===== src/rtl/rgb2bayer_mosaic.sv =====
// Streaming RGB to Bayer re-mosaic encoder with raster framing checks.
// Two-stage pipeline: capture/flag stage, then component select stage.
module rgb2bayer_mosaic #(
    parameter int PIXSIZE = 16,
    parameter int ROW_W   = 13,
    parameter int COL_W   = 14
) (
    input  logic                 clk,
    input  logic                 rst_n,
    input  logic                 c_en,
    input  logic [ROW_W:0]       c_rows,
    input  logic [COL_W:0]       c_cols,
    input  logic [1:0]           c_bayer_mode,
    input  logic                 frame_valid,
    input  logic                 line_valid,
    input  logic [3*PIXSIZE-1:0] pixel_data,
    input  logic                 err_clr,
    output logic                 frame_valid_o,
    output logic                 line_valid_o,
    output logic [PIXSIZE-1:0]   pixel_data_o,
    output logic                 frame_start_o,
    output logic                 line_start_o,
    output logic [1:0]           err_o
);

    localparam logic [ROW_W:0] ROW_ONE = 1;
    localparam logic [COL_W:0] COL_ONE = 1;

    logic [ROW_W:0]       c_rows_r;
    logic [COL_W:0]       c_cols_r;
    logic [1:0]           mode_r;
    logic [ROW_W:0]       row_cnt;
    logic [COL_W:0]       col_cnt;
    logic                 lv_q;
    logic                 fv_q;

    logic                 data_valid;
    logic                 col_wrap;
    logic                 row_wrap;
    logic                 line_err;
    logic                 frame_trunc;
    logic [ROW_W:0]       row_next;

    logic                 s1_v;
    logic [3*PIXSIZE-1:0] s1_pix;
    logic                 s1_row0;
    logic                 s1_col0;
    logic                 s1_first;
    logic                 s1_lstart;
    logic                 s1_last;
    logic                 s1_trunc;
    logic                 s2_last;

    logic [PIXSIZE-1:0]   comp_r;
    logic [PIXSIZE-1:0]   comp_g;
    logic [PIXSIZE-1:0]   comp_b;
    logic [1:0]           par;
    logic [PIXSIZE-1:0]   sel;

    always_comb begin
        data_valid  = frame_valid & line_valid & c_en;
        col_wrap    = (col_cnt == c_cols_r);
        row_wrap    = (row_cnt == c_rows_r);
        row_next    = row_wrap ? '0 : row_cnt + ROW_ONE;
        line_err    = c_en & lv_q & ~line_valid & frame_valid
                    & (col_cnt != '0);
        frame_trunc = c_en & fv_q & ~frame_valid
                    & ((row_cnt != '0) | (col_cnt != '0));
    end

    always_ff @(posedge clk or negedge rst_n) begin
        if (!rst_n) begin
            c_rows_r <= '0;
            c_cols_r <= '0;
            mode_r   <= '0;
        end else if (!c_en) begin
            c_rows_r <= c_rows - ROW_ONE;
            c_cols_r <= c_cols - COL_ONE;
            mode_r   <= c_bayer_mode;
        end
    end

    always_ff @(posedge clk or negedge rst_n) begin
        if (!rst_n) begin
            lv_q <= 1'b0;
            fv_q <= 1'b0;
        end else begin
            lv_q <= line_valid;
            fv_q <= frame_valid;
        end
    end

    // A short line closes the current row early; truncation restarts the frame.
    always_ff @(posedge clk or negedge rst_n) begin
        if (!rst_n) begin
            row_cnt <= '0;
            col_cnt <= '0;
        end else if (!c_en || frame_trunc) begin
            row_cnt <= '0;
            col_cnt <= '0;
        end else if (line_err) begin
            col_cnt <= '0;
            row_cnt <= row_next;
        end else if (data_valid) begin
            if (col_wrap) begin
                col_cnt <= '0;
                row_cnt <= row_next;
            end else begin
                col_cnt <= col_cnt + COL_ONE;
            end
        end
    end

    always_ff @(posedge clk or negedge rst_n) begin
        if (!rst_n) begin
            err_o <= '0;
        end else begin
            err_o <= (err_o & {2{~err_clr}}) | {frame_trunc, line_err};
        end
    end

    always_ff @(posedge clk or negedge rst_n) begin
        if (!rst_n) begin
            s1_v      <= 1'b0;
            s1_pix    <= '0;
            s1_row0   <= 1'b0;
            s1_col0   <= 1'b0;
            s1_first  <= 1'b0;
            s1_lstart <= 1'b0;
            s1_last   <= 1'b0;
            s1_trunc  <= 1'b0;
        end else begin
            s1_v     <= data_valid;
            s1_trunc <= frame_trunc;
            if (data_valid) begin
                s1_pix    <= pixel_data;
                s1_row0   <= row_cnt[0];
                s1_col0   <= col_cnt[0];
                s1_first  <= (row_cnt == '0) && (col_cnt == '0);
                s1_lstart <= (col_cnt == '0);
                s1_last   <= row_wrap && col_wrap;
            end
        end
    end

    // R sits at the parity equal to the mode code, B at its complement.
    always_comb begin
        comp_r = mode_r[1] ? s1_pix[PIXSIZE-1:0]
                           : s1_pix[3*PIXSIZE-1:2*PIXSIZE];
        comp_g = s1_pix[2*PIXSIZE-1:PIXSIZE];
        comp_b = mode_r[1] ? s1_pix[3*PIXSIZE-1:2*PIXSIZE]
                           : s1_pix[PIXSIZE-1:0];
        par    = {s1_row0, s1_col0};
        sel    = comp_g;
        unique case (1'b1)
            (par == mode_r):  sel = comp_r;
            (par == ~mode_r): sel = comp_b;
            default:          sel = comp_g;
        endcase
    end

    always_ff @(posedge clk or negedge rst_n) begin
        if (!rst_n) begin
            line_valid_o  <= 1'b0;
            frame_start_o <= 1'b0;
            line_start_o  <= 1'b0;
            frame_valid_o <= 1'b0;
            s2_last       <= 1'b0;
            pixel_data_o  <= '0;
        end else if (!c_en) begin
            line_valid_o  <= 1'b0;
            frame_start_o <= 1'b0;
            line_start_o  <= 1'b0;
            frame_valid_o <= 1'b0;
            s2_last       <= 1'b0;
        end else begin
            line_valid_o  <= s1_v;
            frame_start_o <= s1_v & s1_first;
            line_start_o  <= s1_v & s1_lstart;
            s2_last       <= s1_v & s1_last;
            if (s1_v) begin
                pixel_data_o <= sel;
            end
            if (s1_v && s1_first) begin
                frame_valid_o <= 1'b1;
            end else if (s2_last || s1_trunc) begin
                frame_valid_o <= 1'b0;
            end
        end
    end

endmodule


===== config.mk =====
export PLATFORM = sky130hd
export DESIGN_NAME = rgb2bayer_mosaic
export DESIGN_NICKNAME = d
export VERILOG_FILES = /design/src/rtl/rgb2bayer_mosaic.sv
export SDC_FILE = /design/constraint.sdc
export NUM_CORES = 1
export LEC_CHECK = 0
export CAP_MARGIN = 0
export CORE_ASPECT_RATIO = 0.9
export CORE_UTILIZATION = 45
export CTS_BUF_LIST = sky130_fd_sc_hd__clkbuf_8
export DETAILED_ROUTE_END_ITERATION = 7
export PLACE_DENSITY = 0.66
export SETUP_SLACK_MARGIN = 0.2
export SLEW_MARGIN = 30
export SYNTH_ARGS = -nofsm -noshare
export SYNTH_HDL_FRONTEND = slang
export SYNTH_SLANG_ARGS = --single-unit

===== constraint.sdc =====
create_clock -name clk -period 4 [get_ports clk]
set_clock_uncertainty 0.1 [all_clocks]
set_input_delay 0.8 -clock clk [delete_from_list [all_inputs] [get_ports clk]]
set_output_delay 0.8 -clock clk [all_outputs]
set_load 0.005 [all_outputs]

==> out/results.ini <==
[global_routing]
overflow=0
grt_pass1_wl_um=27800
grt_pass1_vias=5588
track_usage_pct=22.1
antenna_found_initial=0
grt_max_degree=80

[sta]
worstMarginPinSlew_ps=927
fmax_ghz=0.377
hold_violations=0
finalCriticalPeriod_ps=2650
fin_crit_sh_pct=66.3
rsz0062_at_grt=false
drv_slew=0
setup_violations=0
relSlewSlack_pct=38.2
hold_slack_ps=265
setup-tns-final_ps=0

[worst_hold_path]
hold_path.class=input port to async pin

[logic_synthesis]
synth_edf_count=0
synth-seq-cells=140
ys_top_cells_by_count=296 x nand2_1, 140 x dfrtp_1, 87 x o21ai_0, 36 x xor2_1, 34 x nand3_1
synthesis.nets=916
yosysTopAreaCell=dfrtp_1
synthTopCellsByArea=dfrtp_1 50%, nand2_1 16%, o21ai_0 6.2%
synthArstFlopShare_pct=100
synth_ff_type=dfrtp_1
syn_area_mm2=0.00706
synth_cell_type_count=51
synth.most_common_cell=nand2_1
synth_top_area_share_pct=49.6
avgSynthCellArea_um2=8.55
yosys_warnings=0
syn_inst=825
ys_seq_area_share_pct=49.6

[layout]
nFillCells=1453
nets=1007
multiInputGateArea_mm2=0.00334
finalInstanceArea_mm2=0.00871
syn_to_final_growth_pct=23.4
area.sequential_mm2=0.00350
diodes=0
drive_gt1_share_pct=7.00

[cts]
path_clk_slew_ps=70
cts-root-buf=clkbuf_8
cts_made_buffers=17
hold_buffers=0
clk_latency_ps=450
post_cts.repair.setup_buffers=0
cts_tree=yes
cts_max_level=4
cts_buffer_depth=2
cts.sinks=140
cts_resized=0

[setup_path]
end_kind=register
worstSetupPathType=input port to register
cpLargestDelayFamily=simple AND/OR/NAND/NOR gates
arrival_ps=2940
slowest_delay_ps=590
required_ps=4290
cpMaxStageDelayCell=clkdlybuf4s50_1
start_kind=input port
critical_path.max_fanout=18
crit_buf_inv=1
crit_path_cell_trace=clkdlybuf4s50_1, nand3_2, o211ai_4, nor2b_4, a22o_1

[drt]
wl_per_cell_um=14.7
ant_nets=0
via_count=5890
routed_wirelength_um=16700
drtIter0Drc=454
vias_per_cell=5.21
drt_pre_antenna_iters=5
drc=0

[flow_run]
cap_violations=0

[pwr]
total_power_uw=4030
power.density_mw_per_mm2=462
ir_drop_uv=260
leakage_uw=0.00408

[floorplan]
dieArea_mm2=0.0162
ioPinCount=107
die_h_um=121
rows=43
core_mm2=0.0154
initial_utilization_pct=45.9
chipWidth_um=134

[placement]
dpl-instance-area_mm2=0.00827
io_buffers=106
dp_hpwl_um=11300
gp_congestion=0.797

[outcome]
outcome=finished clean

-- placed cells by master, fill, tap and decap left out, types with 2 or more instances in the layout --
master / count
and3_1: 11
nor2_1: 25
buf_4: 7
nand2_1: 296
or3_1: 5
nand3_1: 33
xnor2_1: 17
nand3b_1: 2
a22o_1: 10
nor2b_1: 4
nor4_1: 10
nand4b_1: 3
inv_1: 13
dfrtp_1: 139
a22o_2: 2
clkbuf_8: 19
mux2_2: 2
o31ai_1: 2
a31oi_1: 2
xor2_1: 35
bufinv_16: 4
nand2_2: 2
o21ai_0: 87
ha_1: 6
nand4_1: 5
clkinv_2: 5
a21oi_1: 13
o21ai_1: 2
nor3_1: 15
nor4_2: 4
clkinvlp_4: 2
and4_1: 4
a21o_1: 7
clkdlybuf4s50_1: 104
nor3b_1: 6
nand2b_1: 2
-- final cells by class --
cell class / instances / area share [%]
sequential: 140 / 40.3
tap: 202 / 2.90
multi-input combinational: 630 / 38.3
inverter: 13 / 0.560
clock buffer: 19 / 3.00
clock inverter: 13 / 1.98
timing repair buffer: 114 / 13.0
-- where the power goes --
group          leakage [uW]  internal [uW]  switching [uW]  total [uW]
clock network      0.000222            705             545        1250
registers           0.00179           1630             185        1810
logic               0.00206            456             507         963
total               0.00408           2790            1240        4030
-- sequential cells by signal, summed over array words and instances (netlist names) --
signal	count
s1_trunc	1
err_o	2
s2_last	1
s1_row0	1
lv_q	1
line_start_o	1
row_cnt	14
s1_last	1
s1_pix	48
pixel_data_o	16
c_cols_r	15
s1_first	1
fv_q	1
mode_r	2
c_rows_r	14
line_valid_o	1
s1_v	1
frame_valid_o	1
s1_lstart	1
s1_col0	1
col_cnt	15
frame_start_o	1
-- logic make-up (layout without fill, tap and decap cells) --
| logic type | Yosys count | in the layout | share of synthesized area, % |
|---|---|---|---|
| flip-flops | 140 | 140 | 49.6 |
| XOR/XNOR | 54 | 54 | 6.70 |
| adder cells (fa/ha/maj) | 6 | 6 | 1.06 |
| AND/OR/NAND/NOR | 438 | 438 | 28.0 |
| buffers and inverters | 55 | 159 | 3.51 |
| AO/OA/AOI/OAI | 130 | 130 | 10.8 |
| multiplexers | 2 | 2 | 0.319 |
-- stage by stage --
stage               std cells  utilization [%]  setup WS [ps]
floorplan                 825                -           1600
global placement         1099             53.8            961
detailed placement       1099             53.8            907
CTS                      1131             56.6           1380
finish                   1131             56.6           1350
global route             1131             56.6           1240
-- per-layer routing --
layer	track usage, %	wire length, um	vias up
met5	0	0	-
met4	5.82	178	0
met3	5.16	663	18
met2	33.2	7610	117
met1	32.0	8210	2825
li1	-	-	2930
-- path summary, 6_finish.rpt --
kind | start | endpoint | slack, ps | cells past startpoint
worst min register to register | s1_first$_DFFE_PN0P_ | s1_first$_DFFE_PN0P_ | 370 | 2
min in group clk | s1_first$_DFFE_PN0P_ | s1_first$_DFFE_PN0P_ | 370 | 2
max in group asynchronous | rst_n | s1_pix[6]$_DFFE_PN0P_ | 2770 | 2
worst max register to register | row_cnt[0]$_DFFE_PN0P_ | row_cnt[2]$_DFFE_PN0P_ | 1390 | 8
worst min-delay path | rst_n | c_cols_r[9]$_DFFE_PN0N_ | 270 | 1
worst max-delay path | frame_valid | row_cnt[10]$_DFFE_PN0P_ | 1350 | 5
No activity file was read; power rests on OpenSTA's default activity.
